`config.mk`:
```
export PLATFORM = sky130hd
export DESIGN_NAME = xmpl_sram_ctrl
export DESIGN_NICKNAME = d
export VERILOG_FILES = /design/src/rtl/xmpl_sram_ctrl.sv
export SDC_FILE = /design/constraint.sdc
export NUM_CORES = 1
export LEC_CHECK = 0
export ABC_CLOCK_PERIOD_IN_PS = 4100
export BUFFER_PORTS_ARGS = -buffer_cell sky130_fd_sc_hd__buf_2
export CAP_MARGIN = 25
export CORE_MARGIN = 5
export CORE_UTILIZATION = 40
export CTS_CLUSTER_SIZE = 8
export DETAILED_ROUTE_END_ITERATION = 6
export PLACE_DENSITY = 0.63
export SLEW_MARGIN = 10
export SYNTH_ARGS = -nofsm -noshare
export SYNTH_HDL_FRONTEND = slang
export SYNTH_SLANG_ARGS = --single-unit
```
`constraint.sdc`:
```
create_clock -name clk_i -period 4.1 [get_ports clk_i]
set_input_delay 1.23 -clock clk_i [delete_from_list [all_inputs] [get_ports clk_i]]
set_output_delay 1.23 -clock clk_i [all_outputs]
set_load 0.1 [all_outputs]
```
`src/rtl/xmpl_sram_ctrl.sv`:
```
// Initiator-side controller for the xmpl_sram single-port SRAM: request channel to registered SRAM
// commands, fixed-latency read tracking, credit-guarded response FIFO. Option: XMPL_SRAM_CTRL_PARITY_EN.
module xmpl_sram_ctrl #(
   parameter int unsigned ADDR_W    = 12,
   parameter int unsigned DATA_W    = 32,
   parameter int unsigned RD_LAT    = 1,
   parameter int unsigned RSP_DEPTH = 2
) (
   input  logic              clk_i,
   input  logic              reset_n_i,
   input  logic              req_valid_i,
   output logic              req_ready_o,
   input  logic              req_we_i,
   input  logic [ADDR_W-1:0] req_addr_i,
   input  logic [DATA_W-1:0] req_wdata_i,
   output logic              rsp_valid_o,
   input  logic              rsp_ready_i,
   output logic [DATA_W-1:0] rsp_rdata_o,
   output logic              sram_cs_o,
   output logic              sram_we_o,
   output logic [ADDR_W-1:0] sram_addr_o,
   output logic [DATA_W-1:0] sram_wdata_o,
   input  logic [DATA_W-1:0] sram_rdata_i,
`ifdef XMPL_SRAM_CTRL_PARITY_EN
   output logic              sram_wpar_o,
   input  logic              sram_rpar_i,
   output logic              rsp_err_o,
`endif
   output logic [31:0]       status_o
);

   localparam int unsigned PTR_W = (RSP_DEPTH > 1) ? $clog2(RSP_DEPTH) : 1;
   localparam int unsigned OUT_W = $clog2(RSP_DEPTH + 1);
   localparam int unsigned CNT_W = 12;

   logic              req_ready_q;
   logic              sram_cs_q;
   logic              sram_we_q;
   logic [ADDR_W-1:0] sram_addr_q;
   logic [DATA_W-1:0] sram_wdata_q;
   logic [RD_LAT:0]   pipe_q;
   logic [OUT_W-1:0]  outst_q, outst_d;
   logic [OUT_W-1:0]  fcnt_q, fcnt_d;
   logic [PTR_W-1:0]  rd_ptr_q, rd_ptr_d;
   logic [PTR_W-1:0]  wr_ptr_q, wr_ptr_d;
   logic [DATA_W-1:0] mem_q [RSP_DEPTH];
   logic [DATA_W-1:0] head_data_d;
   logic              rsp_valid_q;
   logic [DATA_W-1:0] rsp_rdata_q;
   logic [CNT_W-1:0]  rd_cnt_q;
   logic [CNT_W-1:0]  wr_cnt_q;
   logic [3:0]        err_cnt_w;
   logic              req_acc, rd_acc, wr_acc, push, pop, head_hit;

   // Handshakes, credit accounting and FIFO pointer/head look-ahead
   always_comb begin
      req_acc     = req_valid_i & req_ready_q;
      rd_acc      = req_acc & ~req_we_i;
      wr_acc      = req_acc & req_we_i;
      push        = pipe_q[RD_LAT];
      pop         = rsp_valid_q & rsp_ready_i;
      outst_d     = outst_q + OUT_W'(rd_acc) - OUT_W'(pop);
      fcnt_d      = fcnt_q + OUT_W'(push) - OUT_W'(pop);
      rd_ptr_d    = pop  ? rd_ptr_q + PTR_W'(1) : rd_ptr_q;
      wr_ptr_d    = push ? wr_ptr_q + PTR_W'(1) : wr_ptr_q;
      // Pushed word becomes the head when it lands in the slot the read pointer moves to
      head_hit    = push && (rd_ptr_d == wr_ptr_q);
      head_data_d = head_hit ? sram_rdata_i : mem_q[rd_ptr_d];
   end

   always_ff @(posedge clk_i or negedge reset_n_i) begin
      if (!reset_n_i) begin
         req_ready_q  <= 1'b0;
         sram_cs_q    <= 1'b0;
         sram_we_q    <= 1'b0;
         sram_addr_q  <= '0;
         sram_wdata_q <= '0;
         pipe_q       <= '0;
         outst_q      <= '0;
         fcnt_q       <= '0;
         rd_ptr_q     <= '0;
         wr_ptr_q     <= '0;
         for (int unsigned i = 0; i < RSP_DEPTH; i++) mem_q[i] <= '0;
         rsp_valid_q  <= 1'b0;
         rsp_rdata_q  <= '0;
         rd_cnt_q     <= '0;
         wr_cnt_q     <= '0;
      end else begin
         req_ready_q <= outst_d < OUT_W'(RSP_DEPTH);
         sram_cs_q   <= req_acc;
         if (req_acc) begin
            sram_we_q    <= req_we_i;
            sram_addr_q  <= req_addr_i;
            sram_wdata_q <= req_wdata_i;
         end
         pipe_q   <= {pipe_q[RD_LAT-1:0], rd_acc};
         outst_q  <= outst_d;
         fcnt_q   <= fcnt_d;
         rd_ptr_q <= rd_ptr_d;
         wr_ptr_q <= wr_ptr_d;
         if (push) mem_q[wr_ptr_q] <= sram_rdata_i;
         rsp_valid_q <= (fcnt_d != '0);
         rsp_rdata_q <= head_data_d;
         if (pop)    rd_cnt_q <= rd_cnt_q + CNT_W'(1);
         if (wr_acc) wr_cnt_q <= wr_cnt_q + CNT_W'(1);
      end
   end

`ifdef XMPL_SRAM_CTRL_PARITY_EN
   logic            wpar_q;
   logic            par_mem_q [RSP_DEPTH];
   logic            head_par_d;
   logic            rsp_err_q;
   logic [3:0]      err_cnt_q;

   always_comb begin
      head_par_d = head_hit ? sram_rpar_i : par_mem_q[rd_ptr_d];
   end

   // Even parity out with each command; stored read parity checked at the FIFO head
   always_ff @(posedge clk_i or negedge reset_n_i) begin
      if (!reset_n_i) begin
         wpar_q    <= 1'b0;
         for (int unsigned i = 0; i < RSP_DEPTH; i++) par_mem_q[i] <= 1'b0;
         rsp_err_q <= 1'b0;
         err_cnt_q <= '0;
      end else begin
         if (req_acc) wpar_q <= ^req_wdata_i;
         if (push)    par_mem_q[wr_ptr_q] <= sram_rpar_i;
         rsp_err_q <= (fcnt_d != '0) && (head_par_d != (^head_data_d));
         if (pop && rsp_err_q && (err_cnt_q != 4'hF)) err_cnt_q <= err_cnt_q + 4'd1;
      end
   end

   assign sram_wpar_o = wpar_q;
   assign rsp_err_o   = rsp_err_q;
   assign err_cnt_w   = err_cnt_q;
`else
   assign err_cnt_w   = 4'd0;
`endif

   assign req_ready_o  = req_ready_q;
   assign rsp_valid_o  = rsp_valid_q;
   assign rsp_rdata_o  = rsp_rdata_q;
   assign sram_cs_o    = sram_cs_q;
   assign sram_we_o    = sram_we_q;
   assign sram_addr_o  = sram_addr_q;
   assign sram_wdata_o = sram_wdata_q;
   assign status_o     = {err_cnt_w, 4'(outst_q), wr_cnt_q, rd_cnt_q};

endmodule
```
Word-level counts from Yosys, hierarchy flattened. Index checks and enable logic that the tools add are counted.

Input port bits: 81. Output and inout bits: 112. Register bits after elaboration: 176.

Muxes and demuxes: 8. $lt $le $gt $ge: 4. Bitwise gates (word level): 7. Add/sub/neg operators: 8. Reductions and logical operators: 3. Equality and inequality tests: 1.

Operator list (count): 32-bit 2-to-1 mux (5); 64-bit bitwise mux (1); 32-bit demux with 1-bit select (1); 12-bit by 1-bit adder with 12-bit output (second input constant) (2); 2-bit by 1-bit adder with 2-bit output (2); 1-bit bitwise AND (4); 2-bit greater-or-equal comparator (second input constant) (2); 1-bit inverter with 2-bit output (2); 2-bit by 1-bit subtractor with 2-bit output (2); 1-bit adder (second input constant) (2); 1-bit logical AND (2); 2-bit by 1-bit < comparator with 1-bit output (second input constant) (1); 2-bit < comparator (second input constant) (1); 2-bit nonzero test (1); 1-bit == test (1); 1-bit 2-to-1 mux (1); 1-bit inverter (1).

Logic depth before layout (Yosys ltp). Gate-level depths: netlist (run 1).

Depth after elaboration: 7. Depth in mapped cells: 7. Gate-level depth less buffers: 7.

Worst setup path after synthesis (run 1). OpenSTA, ideal clock, no wires.

Path type: input-to-reg. From: input port rsp_ready_i. To: register rsp_rdata_q[10] (netlist: rsp_rdata_o[10]). Setup slack: 1.534 ns. Data required time: 3.975 ns. Path buffers: 1. Arrival time: 2.440 ns. Cell stages on the path: 5. Cells stage by stage: nand2_4 -> xor2_4 -> buf_2 -> mux2_2 -> mux2_4.

Word-level cells in the longest chain between the ends: 7. Elaborated cells between the ends (all ways): 9. Classes of those cells: eq/ne: 1; mux: 5; bitwise: 2; reduce/logical: 1.

RTL lines: from (decl) (line 17) `input logic rsp_ready_i,`; 1-bit bitwise AND * (line 61) `pop = rsp_valid_q & rsp_ready_i;`; 1-bit 2-to-1 mux * (line 64) `rd_ptr_d = pop ? rd_ptr_q + PTR_W'(1) : rd_ptr_q;`; 1-bit inverter with 2-bit output (implied by the code) (line 68) `head_data_d = head_hit ? sram_rdata_i : mem_q[rd_ptr_d];`; 32-bit 2-to-1 mux (implied by the code) (3 in a row) (line 68); 32-bit 2-to-1 mux * (line 68); net head_data_d[10] (line 47) `logic [DATA_W-1:0] head_data_d;`; to (signal assigned) (line 103) `rsp_rdata_q <= head_data_d;`; to (decl) (line 49) `logic [DATA_W-1:0] rsp_rdata_q;`.

The timed path passes the listed nets; every way through them passes the cells marked *. The select of a mux whose other input is x is not followed. A chain may end at the register's enable or synchronous reset.

Final worst setup path (run 1).
From: register rd_cnt_q[0]. To: output port status_o[0].

RTL lines: from (decl) (line 50) `logic [CNT_W-1:0] rd_cnt_q;`; from (signal assigned) (line 104) `if (pop) rd_cnt_q <= rd_cnt_q + CNT_W'(1);`; to (decl) (line 29) `output logic [31:0] status_o`.

No word-level cell between the ends.

==> results of run 1 <==
## flip-flops by register name (all words and copies together), names as in the netlist, 2 cells and up
| name | count |
|---|---|
| fcnt_q | 2 |
| mem_q | 64 |
| outst_q | 2 |
| pipe_q | 2 |
| rd_cnt_q | 12 |
| rsp_rdata_o | 32 |
| sram_addr_o | 12 |
| sram_wdata_o | 32 |
| wr_cnt_q | 12 |
## metal layers
| layer | share of wire (%) | GRT usage (%) |
|---|---|---|
| met5 | 0.36 | 0 |
| met4 | 1.7 | 5.302 |
| met3 | 9.6 | 5.853 |
| met2 | 47 | 24.21 |
| met1 | 41 | 17.37 |
## layout make-up
cell class | count | area, um^2 | area share (%)
antenna | 1 | 2.502 | 0.02782
clock inverter | 12 | 135.1 | 1.503
timing repair buffer | 194 | 1022 | 11.37
inverter | 4 | 15.01 | 0.1669
multi-input combinational | 262 | 2691 | 29.92
tap | 229 | 286.5 | 3.186
sequential | 176 | 4404 | 48.97
clock buffer | 20 | 436.7 | 4.855
## placed cells by master, fill, tap and decap left out, types with 7 or more instances in the layout
cell type and instances:
clkbuf_16 17, buf_2 185, mux2_2 142, dfrtp_1 176, nand2_1 14, xnor2_1 20
mux2_4 30, nand3_1 11, clkinvlp_4 7, xor2_1 9, nor2_1 7
## cell usage after synthesis
cell,n
and3_1,2
and4_1,2
buf_2,8
buf_4,6
buf_6,3
clkbuf_1,7
conb_1,1
dfrtp_1,176
ha_1,4
inv_1,4
mux2_1,2
mux2_2,142
mux2_4,30
mux2i_4,1
nand2_1,15
nand2_4,1
nand3_1,11
nand4_1,4
nor2_1,7
nor2b_1,1
nor3_1,2
or2_2,2
xnor2_1,20
xor2_1,9
xor2_4,1
## cell families (layout without fill, tap and decap cells)
group | count (synthesis) | after routing | share of synthesized area (%)
buffers and inverters | 28 | 230 | 2.216
adders and majority gates | 4 | 4 | 0.6925
muxes | 175 | 175 | 28.98
DFF | 176 | 176 | 60.94
and+or+nand+nor | 47 | 47 | 3.220
other | 1 | 7 | 0.05189
xor gates and xnor gates | 30 | 30 | 3.896
## final timing paths
check	from	to	cells past startpoint
min in group asynchronous	reset_n_i	mem_q[45]	1
hold reg to reg	pipe_q[0]	pipe_q[1]	0
setup reg to reg	pipe_q[1]	rsp_rdata_o[0]	6
max in group asynchronous	reset_n_i	wr_cnt_q[4]	2
setup / recovery	rd_cnt_q[0]	status_o[0]	1
hold / removal	pipe_q[0]	pipe_q[1]	0
## per-stage QoR
step	cells	hold slack (ns)
2_1_floorplan	466	0.3312
3_3_place_gp	865	0.3339
3_5_place_dp	865	0.3524
4_1_cts	897	0.3608
5_1_grt	897	0.3612
6_report	898	0.3525
==> metrics.md, run 1 <==
| Metric | Value |
|---|---|
| FF+latch count, synth | `176` |
| GRT overflow | `0` |
| Top Family by Delay on Critical Path | `buffers and inverters` |
| Max Cap Violations | `0` |
| Root buf cell | `clkbuf_16` |
| Routed wire length per instance | `16.61 um` |
| Drt drc | `0` |
| Cells after synthesis | `461` |
| CP Data Required Time | `2.87 ns` |
| DP Wirelength | `10670 um` |
| IO Port Bufs | `186` |
| Synthesized cell area | `0.007227 mm^2` |
| WL final | `14920 um` |
| Placed Area | `0.008419 mm^2` |
| Final setup viols | `0` |
| Initial core utilization | `40.37%` |
| Final Cycle Share | `62.62%` |
| Vias | `4264` |
| Worst-path clk slew | `0.07 ns` |
| CP arrival | `1.34 ns` |
| Fmax | `389.5 MHz` |
| Fin nets | `740` |
| Remaining antenna violation count | `0` |
| FP Rows | `49` |
| Syn avg cell area | `15.68 um^2` |
| Vias in the first global route | `4614` |
| Clock Skew | `0.007944 ns` |
| RSZ-0062 raised after global routing | `false` |
| Fin Setup TNS | `0 ns` |
| Worst path buffer plus inverter count | `1` |
| CP Class | `flip-flop to output pin` |
| Crit. End Element | `output pin` |
| Final hold vios | `0` |
| Crit path time final | `2.568 ns` |
| Clk Latency, worst-skew pair | `0.42 ns` |
| Final GP Congestion | `0.7766` |
| Vias/cell | `4.748` |
| Post-CTS Resized | `0` |
| Crit-path max FO | `6` |
| Worst path cell trace | `buf_2` |
| Synth warnings | `0` |
| Clock buffer depth | `2` |
| Yosys cell types | `25` |
| Yosys top cell by area | `dfrtp_1` |
| Critical Path Start Type | `flip-flop` |
| Largest net degree at the start of global routing | `64` |
| Die area | `0.02086 mm^2` |
| Clock sink total | `176` |
| Slew Limit Headroom | `61.99%` |
| Slew Viols, Final | `0` |
| Worst-Margin Slew | `0.5702 ns` |
| Worst path max stage delay | `0.47 ns` |
| Post-CTS setup buffer count | `0` |
| Post-synth top area share | `60.94%` |
| Status | `finished, final reports clean` |
| Final Instance Area | `0.008994 mm^2` |
| Fraction of the yosys area taken by sequential cells | `60.94%` |
| CTS buffer count | `17` |
| Synth area leaders | `dfrtp_1 (61%), mux2_2 (22%), mux2_4 (6.2%)` |
| H-tree levels | `4` |
| Core box area | `0.01790 mm^2` |
| Post-place setup slack | `1.125 ns` |
| Hold Path Class | `flip-flop to flip-flop` |
| Die Span Y | `144.4 um` |
| Initial antenna violation count | `4` |
| Initial DRT Pass Iterations | `4` |
| Area Growth Syn to Fin | `24.45%` |
| Chip width | `144.4 um` |
| First-pass GRT wire length | `23610 um` |
| Slowest CP cell | `buf_2` |
| Flop2flop setup slack | `1.76 ns` |
| FILL cells | `1560` |
| Layout cells sized above 1 | `60.18%` |
| PnR worst setup slack | `1.532 ns` |
| Initial drt markers | `150` |
| CTS tree | `built` |
| I/O pin count | `193` |
| # hold bufs at CTS | `0` |
| Core Util, Final | `50.24%` |
| Global Route Usage Sum | `14.66%` |
Power of run 1 is not shown: default switching activity piles up to over one toggle a cycle in this logic, so the estimate is an artifact.
==> run 2, diff against run 1 <==
--- a/config.mk
+++ b/config.mk
@@ -5,14 +5,14 @@
 export SDC_FILE = /design/constraint.sdc
 export NUM_CORES = 1
 export LEC_CHECK = 0
-export ABC_CLOCK_PERIOD_IN_PS = 4100
+export ABC_CLOCK_PERIOD_IN_PS = 2300
 export BUFFER_PORTS_ARGS = -buffer_cell sky130_fd_sc_hd__buf_2
 export CAP_MARGIN = 25
 export CORE_MARGIN = 5
 export CORE_UTILIZATION = 40
 export CTS_CLUSTER_SIZE = 8
 export DETAILED_ROUTE_END_ITERATION = 6
-export PLACE_DENSITY = 0.63
+export PLACE_DENSITY = 0.66
 export SLEW_MARGIN = 10
 export SYNTH_ARGS = -nofsm -noshare
 export SYNTH_HDL_FRONTEND = slang
==> constraint.sdc (replaced) <==
create_clock -name clk_i -period 2.3 [get_ports clk_i]
set_input_delay 0.69 -clock clk_i [delete_from_list [all_inputs] [get_ports clk_i]]
set_output_delay 0.69 -clock clk_i [all_outputs]
set_load 0.1 [all_outputs]
==> run 2 against run 1 <==
Against the previous run: cell count up 0.78%; core utilization increased by 0.78 points; global-route usage is 0.11 points higher; wire length grew 1.3%; clock skew shrank 0.00094 ns; sequential cell count unchanged; first-iteration DRC count stayed put; sequential share of layout area down 0.74 points; via count up 1.2%; critical endpoint unchanged.
==> metrics.md, run 2 (synthesis results as in run 1) <==
| Metric | Value |
|---|---|
| GR peak layer | `met2 (unchanged)` |
| Area of the multi-input gates | `0.002691 mm^2 (unchanged)` |
| FILL cells | `1538 (was 1560)` |
| CP Data Required Time | `1.61 ns (was 2.87 ns)` |
| Worst path cell trace | `buf_2 (unchanged)` |
| Largest net degree at the start of global routing | `51 (was 64)` |
| Vias/cell | `4.769 (was 4.748)` |
| Drt drc | `0 (unchanged)` |
| Leading cell type in the layout, fill and taps excluded | `buf_2 (unchanged)` |
| Met3 usage | `4.266% (was 5.853%)` |
| I/O pin count | `193 (unchanged)` |
| Met2 Usage GRT | `25.21% (was 24.21%)` |
| Post-Layout Cell Count | `905 (was 898)` |
| FP Rows | `49 (unchanged)` |
| Fmax | `492.4 MHz` |
| Cells after DPL | `873 (was 865)` |
| Hold Path Class | `input port to asynchronous set/reset pin (was flip-flop to flip-flop)` |
| Layout cells sized above 1 | `61.24% (was 60.18%)` |
| CP Class | `flip-flop to output pin (unchanged)` |
| Initial antenna violation count | `1 (was 4)` |
| Final hold vios | `0 (unchanged)` |
| Initial core utilization | `40.37% (unchanged)` |
| Final GP Congestion | `0.7563 (was 0.7766)` |
| H-tree levels | `4 (unchanged)` |
| First-pass GRT wire length | `24130 um (was 23610 um)` |
| Top Family by Delay on Critical Path | `buffers and inverters (unchanged)` |
| Chip width | `144.4 um (unchanged)` |
| CTS tree | `built (unchanged)` |
| CTS buffer count | `17 (unchanged)` |
| Clk Latency, worst-skew pair | `0.42 ns (about the same)` |
| Register bank with the most flops | `mem_q (unchanged)` |
| # hold bufs at CTS | `0 (unchanged)` |
| Fin Setup TNS | `0 ns (unchanged)` |
| IO Port Bufs | `186 (unchanged)` |
| Worst-Margin Slew | `0.5295 ns (was 0.5702 ns)` |
| Post-CTS Resized | `0 (unchanged)` |
| Clock sink total | `176 (unchanged)` |
| RSZ-0062 raised after global routing | `false (unchanged)` |
| Max Cap Violations | `0 (unchanged)` |
| Die Span Y | `144.4 um (unchanged)` |
| Vias | `4316 (was 4264)` |
| Crit-path max FO | `6 (unchanged)` |
| Root buf cell | `clkbuf_16 (unchanged)` |
| Worst-path clk slew | `0.07 ns (about the same)` |
| Slew Limit Headroom | `64.43% (was 61.99%)` |
| Worst path max stage delay | `0.47 ns (about the same)` |
| Grt met1 use | `17.87% (was 17.37%)` |
| Clock buffer depth | `2 (unchanged)` |
| Slew Viols, Final | `0 (unchanged)` |
| Worst path buffer plus inverter count | `1 (unchanged)` |
| Fin nets | `748 (was 740)` |
| Crit path time final | `2.031 ns` |
| WL final | `15120 um (was 14920 um)` |
| Critical Path Start Type | `flip-flop (unchanged)` |
| Final Cycle Share | `88.31%` |
| Remaining antenna violation count | `0 (unchanged)` |
| Initial drt markers | `150 (unchanged)` |
| DP Wirelength | `11090 um (was 10670 um)` |
| Vias in the first global route | `4691 (was 4614)` |
| Core box area | `0.01790 mm^2 (unchanged)` |
| Final setup viols | `0 (unchanged)` |
| Die area | `0.02086 mm^2 (unchanged)` |
| Crit. End Element | `output pin (unchanged)` |
| Ant diodes | `0 (was 1)` |
| Slowest CP cell | `buf_2 (unchanged)` |
| Routed wire length per instance | `16.71 um (was 16.61 um)` |
| Number of flip-flops in the largest register | `64 (unchanged)` |
| GRT overflow | `0 (unchanged)` |
| Initial DRT Pass Iterations | `5 (was 4)` |
| Area Growth Syn to Fin | `26.39% (was 24.45%)` |
| Post-CTS setup buffer count | `0 (unchanged)` |
| Status | `finished, final reports clean (unchanged)` |
| Clock Skew | `0.007004 ns (was 0.007944 ns)` |
| Global Route Usage Sum | `14.77% (was 14.66%)` |
| FF+latch area | `0.004405 mm^2 (was 0.004404 mm^2)` |
| Most frequent cells in the layout | `buf_2 (185), dfrtp_1 (175), mux2_2 (142) (was buf_2 (185), dfrtp_1 (176), mux2_2 (142))` |
| CP arrival | `1.34 ns (about the same)` |
==> run 2: final cells by class <==
class                      instances  share of cell area, %
tap                              229                  3.137
timing repair buffer             202                  12.40
clock inverter                    13                  1.644
clock buffer                      19                  4.959
multi-input combinational        262                  29.47
sequential                       176                  48.23
inverter                           4                 0.1644
==> run 2: path summary, 6_finish.rpt <==
check                                        to         from  slack, ns  cells past startpoint
worst max-delay path                status_o[0]  rd_cnt_q[0]       0.27                      1
worst min-delay path                  mem_q[52]    reset_n_i       0.20                      1
worst max register to register   rsp_rdata_o[4]  rsp_valid_o       0.47                      5
worst min register to register        pipe_q[1]    pipe_q[0]       0.37                      0
max in group asynchronous       rsp_rdata_o[16]    reset_n_i       1.45                      2
min in group clk_i                    pipe_q[1]    pipe_q[0]       0.37                      0
==> run 2: metrics by stage <==
stage	worst slack, ns	area, um^2	util (%)	hold WS [ns]
final	0.2690	9134	51.02	0.2044
after global routing	0.2059	9134	51.02	0.2285
after CTS	0.2402	9134	51.02	0.2112
after detailed placement	0.08366	8531	47.65	0.3409
after global placement	0.08113	8531	47.65	0.3796
after floorplan	0.07335	7247	-	0.3312
==> run 2: worst register-to-register path, delay by kind of cell (launching register included) <==
| family | cells | cell delay, ns |
|---|---|---|
| flip-flops | 1 | 0.44 |
| AND/OR/NAND/NOR | 1 | 0.11 |
| buffers and inverters | 1 | 0.24 |
| XOR/XNOR | 1 | 0.27 |
| multiplexers | 2 | 0.65 |
==> run 2: metal layers <==
layer / vias up / routed length (um)
met5: - / 13
li1: 2006 / -
met3: 19 / 1143
met1: 2141 / 6243
met2: 148 / 7497
met4: 2 / 221
Power of run 2 is left out for the same reason.
